$ cat src/rtl/fft_pkg.sv
// Shared constants and FSM state encoding for the post-FFT magnitude stage.
package fft_pkg;

    localparam int N_BINS = 64;
    localparam int LOG2_N = $clog2(N_BINS);
    localparam int DATA_W = 16;
    localparam int MAG_W  = 2 * DATA_W;

    typedef enum logic [1:0] {
        ST_IDLE  = 2'd0,
        ST_READ  = 2'd1,
        ST_DRAIN = 2'd2,
        ST_DONE  = 2'd3
    } state_t;

endpackage

$ cat src/rtl/fft_mag_stage_if.sv
// Control, FFT-RAM read port, O_RAM write port and peak result of the magnitude stage.
interface fft_mag_stage_if #(
    parameter int N      = fft_pkg::N_BINS,
    parameter int DATA_W = fft_pkg::DATA_W
);
    localparam int AW = $clog2(N);
    localparam int MW = 2 * DATA_W;

    logic                     start;
    logic                     busy;
    logic                     done;
    logic [AW-1:0]            fft_addr;
    logic signed [DATA_W-1:0] fft_re;
    logic signed [DATA_W-1:0] fft_im;
    logic                     mag_we;
    logic [AW-1:0]            mag_addr;
    logic [MW-1:0]            mag_data;
    logic [AW-1:0]            peak_bin;
    logic [MW-1:0]            peak_mag;

    modport master (
        output start, fft_re, fft_im,
        input  busy, done, fft_addr, mag_we, mag_addr, mag_data, peak_bin, peak_mag
    );

    modport slave (
        input  start, fft_re, fft_im,
        output busy, done, fft_addr, mag_we, mag_addr, mag_data, peak_bin, peak_mag
    );

endinterface

$ cat src/rtl/mag_sq_pipe.sv
// Two-stage re^2 + im^2 pipeline; valid and bin index travel alongside the data.
module mag_sq_pipe #(
    parameter int DATA_W = fft_pkg::DATA_W,
    parameter int IDX_W  = fft_pkg::LOG2_N
) (
    input  logic                     clk,
    input  logic                     rst,
    input  logic                     in_valid,
    input  logic [IDX_W-1:0]         in_idx,
    input  logic signed [DATA_W-1:0] in_re,
    input  logic signed [DATA_W-1:0] in_im,
    output logic                     out_valid,
    output logic [IDX_W-1:0]         out_idx,
    output logic [2*DATA_W-1:0]      out_mag
);
    localparam int MW = 2 * DATA_W;

    logic signed [DATA_W-1:0] comp [2];
    logic                     s2_valid_reg;
    logic [IDX_W-1:0]         s2_idx_reg;
    logic                     s3_valid_reg;
    logic [IDX_W-1:0]         s3_idx_reg;
    logic [MW-1:0]            mag_reg;

    assign comp[0] = in_re;
    assign comp[1] = in_im;

    // A square of a DATA_W-bit signed value is never negative and fits in MW-1 bits.
    generate
        for (genvar gi = 0; gi < 2; gi++) begin : g_sq
            logic signed [MW-1:0] prod;
            logic [MW-1:0]        sq_reg;

            assign prod = MW'(comp[gi]) * MW'(comp[gi]);

            always_ff @(posedge clk) begin
                if (rst) begin
                    sq_reg <= '0;
                end else if (in_valid) begin
                    sq_reg <= $unsigned(prod);
                end
            end
        end
    endgenerate

    always_ff @(posedge clk) begin
        if (rst) begin
            s2_valid_reg <= 1'b0;
            s2_idx_reg   <= '0;
            s3_valid_reg <= 1'b0;
            s3_idx_reg   <= '0;
            mag_reg      <= '0;
        end else begin
            s2_valid_reg <= in_valid;
            s3_valid_reg <= s2_valid_reg;
            if (in_valid) begin
                s2_idx_reg <= in_idx;
            end
            if (s2_valid_reg) begin
                s3_idx_reg <= s2_idx_reg;
                mag_reg    <= g_sq[0].sq_reg + g_sq[1].sq_reg;
            end
        end
    end

    assign out_valid = s3_valid_reg;
    assign out_idx   = s3_idx_reg;
    assign out_mag   = mag_reg;

endmodule

$ cat src/rtl/fft_mag_stage.sv
// Streams the FFT result RAM through the squared-magnitude pipe into O_RAM and tracks the peak bin.
module fft_mag_stage #(
    parameter int N       = fft_pkg::N_BINS,
    parameter int DATA_W  = fft_pkg::DATA_W,
    parameter bit SKIP_DC = 1'b1
) (
    input  logic            clk,
    input  logic            rst,
    fft_mag_stage_if.slave  bus
);
    import fft_pkg::*;

    localparam int AW = $clog2(N);
    localparam int MW = 2 * DATA_W;

    state_t        state_reg, state_next;
    logic [AW-1:0] addr_reg, addr_next;
    logic [1:0]    drain_reg, drain_next;
    logic          clear_peak;

    logic          s1_valid_reg;
    logic [AW-1:0] s1_idx_reg;
    logic          pipe_valid;
    logic [AW-1:0] pipe_idx;
    logic [MW-1:0] pipe_mag;
    logic          is_cand;
    logic [AW-1:0] peak_bin_reg;
    logic [MW-1:0] peak_mag_reg;

    always_ff @(posedge clk) begin
        if (rst) begin
            state_reg <= ST_IDLE;
            addr_reg  <= '0;
            drain_reg <= '0;
        end else begin
            state_reg <= state_next;
            addr_reg  <= addr_next;
            drain_reg <= drain_next;
        end
    end

    // DRAIN lasts three cycles: the RAM read stage plus the two pipe stages behind the last address.
    always_comb begin
        state_next = state_reg;
        addr_next  = addr_reg;
        drain_next = drain_reg;
        clear_peak = 1'b0;
        case (state_reg)
            ST_IDLE: begin
                if (bus.start) begin
                    addr_next  = '0;
                    drain_next = '0;
                    clear_peak = 1'b1;
                    state_next = ST_READ;
                end
            end
            ST_READ: begin
                if (addr_reg == AW'(N - 1)) begin
                    drain_next = '0;
                    state_next = ST_DRAIN;
                end else begin
                    addr_next = addr_reg + 1'b1;
                end
            end
            ST_DRAIN: begin
                if (drain_reg == 2'd2) begin
                    state_next = ST_DONE;
                end else begin
                    drain_next = drain_reg + 2'd1;
                end
            end
            ST_DONE: begin
                state_next = ST_IDLE;
            end
            default: begin
                state_next = ST_IDLE;
            end
        endcase
    end

    // RAM data arrives one cycle after its address, so tag it with the delayed address.
    always_ff @(posedge clk) begin
        if (rst) begin
            s1_valid_reg <= 1'b0;
            s1_idx_reg   <= '0;
        end else begin
            s1_valid_reg <= (state_reg == ST_READ);
            s1_idx_reg   <= addr_reg;
        end
    end

    mag_sq_pipe #(
        .DATA_W (DATA_W),
        .IDX_W  (AW)
    ) u_pipe (
        .clk       (clk),
        .rst       (rst),
        .in_valid  (s1_valid_reg),
        .in_idx    (s1_idx_reg),
        .in_re     (bus.fft_re),
        .in_im     (bus.fft_im),
        .out_valid (pipe_valid),
        .out_idx   (pipe_idx),
        .out_mag   (pipe_mag)
    );

    generate
        if (SKIP_DC) begin : g_skip_dc
            assign is_cand = pipe_valid && (pipe_idx != '0);
        end else begin : g_all_bins
            assign is_cand = pipe_valid;
        end
    endgenerate

    // Strict compare keeps the lowest bin on ties.
    always_ff @(posedge clk) begin
        if (rst || clear_peak) begin
            peak_bin_reg <= '0;
            peak_mag_reg <= '0;
        end else if (is_cand && (pipe_mag > peak_mag_reg)) begin
            peak_bin_reg <= pipe_idx;
            peak_mag_reg <= pipe_mag;
        end
    end

    assign bus.busy     = (state_reg != ST_IDLE);
    assign bus.done     = (state_reg == ST_DONE);
    assign bus.fft_addr = addr_reg;
    assign bus.mag_we   = pipe_valid;
    assign bus.mag_addr = pipe_idx;
    assign bus.mag_data = pipe_mag;
    assign bus.peak_bin = peak_bin_reg;
    assign bus.peak_mag = peak_mag_reg;

endmodule

$ cat src/flat_wrapper.sv
// flat-port wrapper written by rule: the top's interface ports become plain ports
module fft_mag_stage_flat import fft_pkg::*;
#(
    parameter int N       = fft_pkg::N_BINS,
    parameter int DATA_W  = fft_pkg::DATA_W,
    parameter bit SKIP_DC = 1'b1
)
  (clk, rst, bus_start, bus_fft_re, bus_fft_im, bus_busy, bus_done, bus_fft_addr, bus_mag_we, bus_mag_addr, bus_mag_data, bus_peak_bin, bus_peak_mag);
  fft_mag_stage_if #(.N(N), .DATA_W(DATA_W)) bus_i ();
  input  logic clk;
  input  logic rst;
  input wire logic [$bits(bus_i.start)-1:0] bus_start;
  input wire logic [$bits(bus_i.fft_re)-1:0] bus_fft_re;
  input wire logic [$bits(bus_i.fft_im)-1:0] bus_fft_im;
  output wire logic [$bits(bus_i.busy)-1:0] bus_busy;
  output wire logic [$bits(bus_i.done)-1:0] bus_done;
  output wire logic [$bits(bus_i.fft_addr)-1:0] bus_fft_addr;
  output wire logic [$bits(bus_i.mag_we)-1:0] bus_mag_we;
  output wire logic [$bits(bus_i.mag_addr)-1:0] bus_mag_addr;
  output wire logic [$bits(bus_i.mag_data)-1:0] bus_mag_data;
  output wire logic [$bits(bus_i.peak_bin)-1:0] bus_peak_bin;
  output wire logic [$bits(bus_i.peak_mag)-1:0] bus_peak_mag;
  assign bus_i.start = bus_start;
  assign bus_i.fft_re = bus_fft_re;
  assign bus_i.fft_im = bus_fft_im;
  assign bus_busy = bus_i.busy;
  assign bus_done = bus_i.done;
  assign bus_fft_addr = bus_i.fft_addr;
  assign bus_mag_we = bus_i.mag_we;
  assign bus_mag_addr = bus_i.mag_addr;
  assign bus_mag_data = bus_i.mag_data;
  assign bus_peak_bin = bus_i.peak_bin;
  assign bus_peak_mag = bus_i.peak_mag;
  fft_mag_stage #(.N(N), .DATA_W(DATA_W), .SKIP_DC(SKIP_DC)) u_core (.clk(clk), .rst(rst), .bus(bus_i));
endmodule
$ cat config.mk
export PLATFORM = sky130hd
export DESIGN_NAME = fft_mag_stage_flat
export DESIGN_NICKNAME = d
export VERILOG_FILES = /design/src/rtl/fft_pkg.sv /design/src/rtl/fft_mag_stage_if.sv /design/src/rtl/mag_sq_pipe.sv /design/src/rtl/fft_mag_stage.sv /design/src/flat_wrapper.sv
export SDC_FILE = /design/constraint.sdc
export NUM_CORES = 2
export LEC_CHECK = 0
export BUFFER_PORTS_ARGS = -buffer_cell sky130_fd_sc_hd__buf_4
export CORE_ASPECT_RATIO = 2
export CORE_MARGIN = 3
export CORE_UTILIZATION = 45
export DETAILED_ROUTE_END_ITERATION = 10
export HOLD_SLACK_MARGIN = 0.08
export PLACE_DENSITY = 0.63
export SLEW_MARGIN = 5
export SYNTH_ARGS = -nofsm -noshare
export SYNTH_HDL_FRONTEND = slang
export SYNTH_SLANG_ARGS = --single-unit
$ cat constraint.sdc
create_clock -name clk -period 22.6 [get_ports clk]
set_input_delay 4.52 -clock clk [delete_from_list [all_inputs] [get_ports clk]]
set_output_delay 4.52 -clock clk [all_outputs]
set_load 0.005 [all_outputs]
-- Word-level counts from Yosys, hierarchy flattened
Cells that the tools add are included.
- bits of input ports: 35
- register bits: 165
- output and inout port bits: 85
- equality and inequality tests: 10
- add/sub/neg operators: 3
- reduce and logical (&&, ||, !) cells: 11
- $mul: 2
- mux-type cells: 13
- magnitude comparators: 1
- operators with widths (cell ; number):
    multiplier 16 x 16 -> 32 bit ; 2
    adder 32 bit ; 1
    greater-than comparator 32 bit ; 1
    2-to-1 mux 2 bit ; 6
    2-to-1 mux 6 bit ; 2
    case mux 6 bit (2 select lines) ; 1
    case mux 2 bit (4 select lines) ; 1
    adder 6 x 1 -> 6 bit (second input constant) ; 1
    equality test 2 bit (second input constant) ; 3
    equality test 6 bit (second input constant) ; 1
    != test 2 bit (second input constant) ; 3
    case mux 2 bit (3 select lines) ; 1
    AND reduction 3 bit ; 2
    nonzero test 6 bit ; 1
    != test 2 x 1 -> 1 bit (second input constant) ; 2
    AND reduction 4 bit ; 1
    nonzero test 2 bit ; 2
    nonzero test 3 bit ; 1
    adder 2 x 1 -> 2 bit (second input constant) ; 1
    equality test 2 x 1 -> 1 bit (second input constant) ; 1
    logical AND 1 bit ; 2
    zero test 2 bit ; 1
    2-to-1 mux 1 bit ; 2
    logical OR 1 bit ; 1

-- Depth between registers and ports, before layout
- word-level depth: 3
- gate-level depth with buffers: 26

-- Cells and area by module
A second synthesis with hierarchy kept.
- cell total of the unflattened synthesis: 2817
- area, all modules: 25714.7 um^2
- by module, submodules not included (module ; sequential area each (um^2) ; cells an instance ; area an instance (um^2) ; instances):
    mag_sq_pipe ; 2162.1 ; 2463 ; 22658.0 ; 1
    fft_mag_stage ; 1101.1 ; 354 ; 3056.7 ; 1

-- Least setup slack after synthesis
OpenSTA, ideal clock, no wires.
- path type: input to register
- from: input port bus_fft_im[15]
- to: register u_core.u_pipe.g_sq[1].sq_reg[31]
- setup slack: 12244 ps
- data arrival time: 10260 ps
- setup time: 96 ps
- buffers on the path: 2
- required time: 22504 ps
- cell stages on the path: 23
- cells stage by stage: clkbuf_1 -> inv_1 -> clkbuf_1 -> nor2_1 -> fa_1 -> fa_1 -> fa_1 -> fa_1 -> fa_1 -> inv_1 -> fa_1 -> inv_1 -> ha_1 -> and3_1 -> nand2_1 -> a21oi_1 -> nor3_1 -> a21oi_1 -> o21ai_0 -> nand2b_1 -> a41o_1 -> o21ai_0 -> nor4b_1
- longest elaborated chain between the ends: 1
- ends and longest elaborated chain (item ; RTL line ; text):
    start: declaration ; flat_wrapper.sv:14 ; input wire logic [$bits(bus_i.fft_im)-1:0] bus_fft_im;
    multiplier 16 x 16 -> 32 bit ; mag_sq_pipe.sv:34 ; assign prod = MW'(comp[gi]) * MW'(comp[gi]);
    end signal: assignment ; mag_sq_pipe.sv:40 ; sq_reg <= $unsigned(prod);
    end: declaration ; mag_sq_pipe.sv:32 ; logic [MW-1:0] sq_reg;
Every way passes these cells.
A chain may end at the register's enable or synchronous reset.

-- Worst setup path after layout
- from: input port bus_fft_re[15]
- to: register u_core.u_pipe.g_sq[0].sq_reg[31]
- longest elaborated chain between the ends: 1
- ends and longest elaborated chain (item ; RTL line ; text):
    start: declaration ; flat_wrapper.sv:13 ; input wire logic [$bits(bus_i.fft_re)-1:0] bus_fft_re;
    multiplier 16 x 16 -> 32 bit ; mag_sq_pipe.sv:34 ;
    end signal: assignment ; mag_sq_pipe.sv:40 ;
    end: declaration ; mag_sq_pipe.sv:32 ;
Every way passes these cells.

==> flow_summary.toml <==
[outcome]
status = "complete, no violations"

[floorplanning]
die_y_um = 343.3
rows = 123
die_area_um2 = 59970
pin_count = 120
start_util_pct = 45.46
core_um2 = 56330
dieWidth_um = 174.7

[finish]
drive_gt1_share_pct = 7.118
syn_to_final_growth_pct = 8.322
largest_register_ffs = 62
utilization_pct = 49.24
postLayoutCellArea_um2 = 27730
nets = 3615
diodes = 0

[clocking]
clock_latency_ns = 0.44
cts_hold_buffers = 0
h-tree-depth = 4
cts.sinks = 163
path_clk_slew_ns = 0.06
cts_tree = "done"
cts.repair.resized = 0
cts_inserted_buffers = 17
clockRootBuffer = "clkbuf_16"
postCtsSetupRepairBufs = 0
cts_buffer_depth = 2

[placed_design]
place_area_um2 = 27150
gp_congestion = 0.9522
port_buffers = 119
place.detailed.hpwl_mm = 54.06

[grt]
grt_max_degree = 66
globalRouteOverflowTotal = 0
grt_antenna_before_repair = 0
grt_pass1_vias = 20917
grt_util_all_layers_pct = 21.76
grt_pass1_wl_mm = 104.1

[synthesis]
ys_types = 72
synth_top_area_cell = "fa_1"
yosysSeqAreaShare_pct = 12.74
synthArstFlopShare_pct = 0
ys_seq_elements = 163
synth.most_common_cell = "inv_1"
synth_edf_count = 0
synthTopCellsByCount = "inv_1 (685), fa_1 (470), ha_1 (243), nand2_1 (214), nor2_1 (190)"
synth_ff_type = "dfxtp_1"
syn_inst = 2817
avgSynthCellArea_um2 = 9.089
syn_nets = 3565
yosys-top-cells-area = "fa_1 (37%), dfxtp_1 (13%), ha_1 (12%)"
synthDominantCellAreaShare_pct = 36.75
ys_warn_count = 0
syn_area_um2 = 25600

[routing]
ant_nets = 0
drt-wirelength-per-cell_um = 17.50
avgViaCountPerCell = 5.163
met2_length_mm = 36.69
num_vias = 18741
drt_iter0_markers = 772
routed_wl_mm = 63.52
dr.pass1.iters = 5
dr.max_layer_used = "met4"
wl_met3_mm = 1.550
drc = 0
wl_met1_mm = 21.52

[setup_path]
required_ns = 22.94
crit_cells = 23
cp_max_fo = 21
max_stage_delay_ns = 0.53
critPathTopFamily = "adder cells"
end_kind = "register"
cp.arrival_ns = 10.87
crit_path_cell_trace = "buf_4 > inv_1 > nor2_1 > fa_1 > inv_1 > fa_1 > fa_1 > inv_1 > fa_1 > fa_1 > inv_1 > fa_1 > inv_1 > ha_1 > nand2_1 > or3_1 > nor3_1 > nand2b_1 > nor4_2 > nor4_1 > nor3_2 > a21o_1 > a2111oi_2"
worstPathBufferInverterCount = 6
start_kind = "primary input"
worstRegToRegCells = 13
crit_type = "in2reg"
crit_top_cell = "fa_1"
cp_slowest_cell = "fa_1"

[min_path]
hp-class = "reg2reg"
hold_depth = 2

[timing]
grt_setup_unrepaired = "false"
hold_viol = 0
setup_tns_ns = 0
slew_violations = 0
finalSetupViolations = 0
timing.hold.ws_ns = 0.4621
fin_worst_skew_ns = 0.01033
fin_crit_ns = 10.53
fmax_mhz = 95.00
fin_crit_sh_pct = 46.58
slew-limit-headroom_pct = 16.27
worst_pin_slew_ns = 1.253

[flow_run]
max-cap-violations = 0
-- layout by cell type, fill, tap and decap left out, types with 18 or more instances in the layout --
| cell | netlist | final |
|---|---|---|
| and2_1 | 82 | 82 |
| nor3_1 | 21 | 21 |
| nand3_1 | 60 | 60 |
| inv_1 | 685 | 685 |
| xor2_1 | 29 | 29 |
| fa_1 | 470 | 470 |
| nor2b_1 | 18 | 18 |
| buf_4 | 0 | 125 |
| xnor2_1 | 76 | 76 |
| nand4_1 | 18 | 18 |
| mux2i_1 | 69 | 69 |
| nor2_1 | 190 | 190 |
| o21ai_0 | 40 | 40 |
| a21oi_1 | 86 | 85 |
| nand2_1 | 214 | 214 |
| ha_1 | 243 | 243 |
| dfxtp_1 | 163 | 161 |
| nand2b_1 | 19 | 19 |
| o31ai_1 | 37 | 37 |
| o21a_1 | 18 | 18 |
| a21o_1 | 45 | 45 |
-- per-stage QoR --
stage	cells	setup WS, ns
floorplan	2817	12.24
global placement	3598	11.66
detailed placement	3598	11.63
CTS	3630	12.08
global route	3630	11.73
finish	3630	12.07
-- kinds of logic (layout without fill, tap and decap cells) --
kind of cell,count (synthesis),in the layout,share of synthesized area (%)
XOR/XNOR,105,105,3.592
AND/OR/NAND/NOR,656,656,11.88
adder cells (fa/ha/maj),713,713,48.62
AO/OA/AOI/OAI,330,330,8.938
flip-flops,163,163,12.74
multiplexers,71,71,2.785
buffers and inverters,779,842,11.43
-- cell type report --
cell class,count,area (µm²)
fill,5418,28590
multi-input combinational,1875,19440
sequential,163,3268
inverter,685,2571
timing repair buffer,125,938.4
tap,750,938.4
clock buffer,17,425.4
clock inverter,15,156.4
-- routing by layer --
layer / vias up / track usage, %
met2: 397 / 43.86
met4: 0 / 11.53
met5: - / 0
met3: 166 / 1.911
li1: 8786 / -
met1: 9392 / 21.53
-- worst paths after layout --
path,start,end,slack [ns]
hold / removal,u_core.bus.peak_bin[0],u_core.bus.peak_bin[0],0.46
setup / recovery,bus_fft_re[15],u_core.u_pipe.g_sq[0].sq_reg[31],12.07
hold reg to reg,u_core.bus.peak_bin[0],u_core.bus.peak_bin[0],0.46
setup reg to reg,u_core.bus.peak_mag[9],u_core.bus.peak_mag[27],19.32
-- worst reg2reg max path: cells and delay by family, from the launching register on --
kind	cells	cell delay, ns
AND/OR/NAND/NOR	1	0.15
AO/OA/AOI/OAI	9	1.91
buffers and inverters	2	0.42
flip-flops	1	0.33
adder cells (fa/ha/maj)	1	0.31
Power is left out: the tool's default activity adds up to more than one toggle a clock period on the data nets, which glitch-free logic cannot reach.
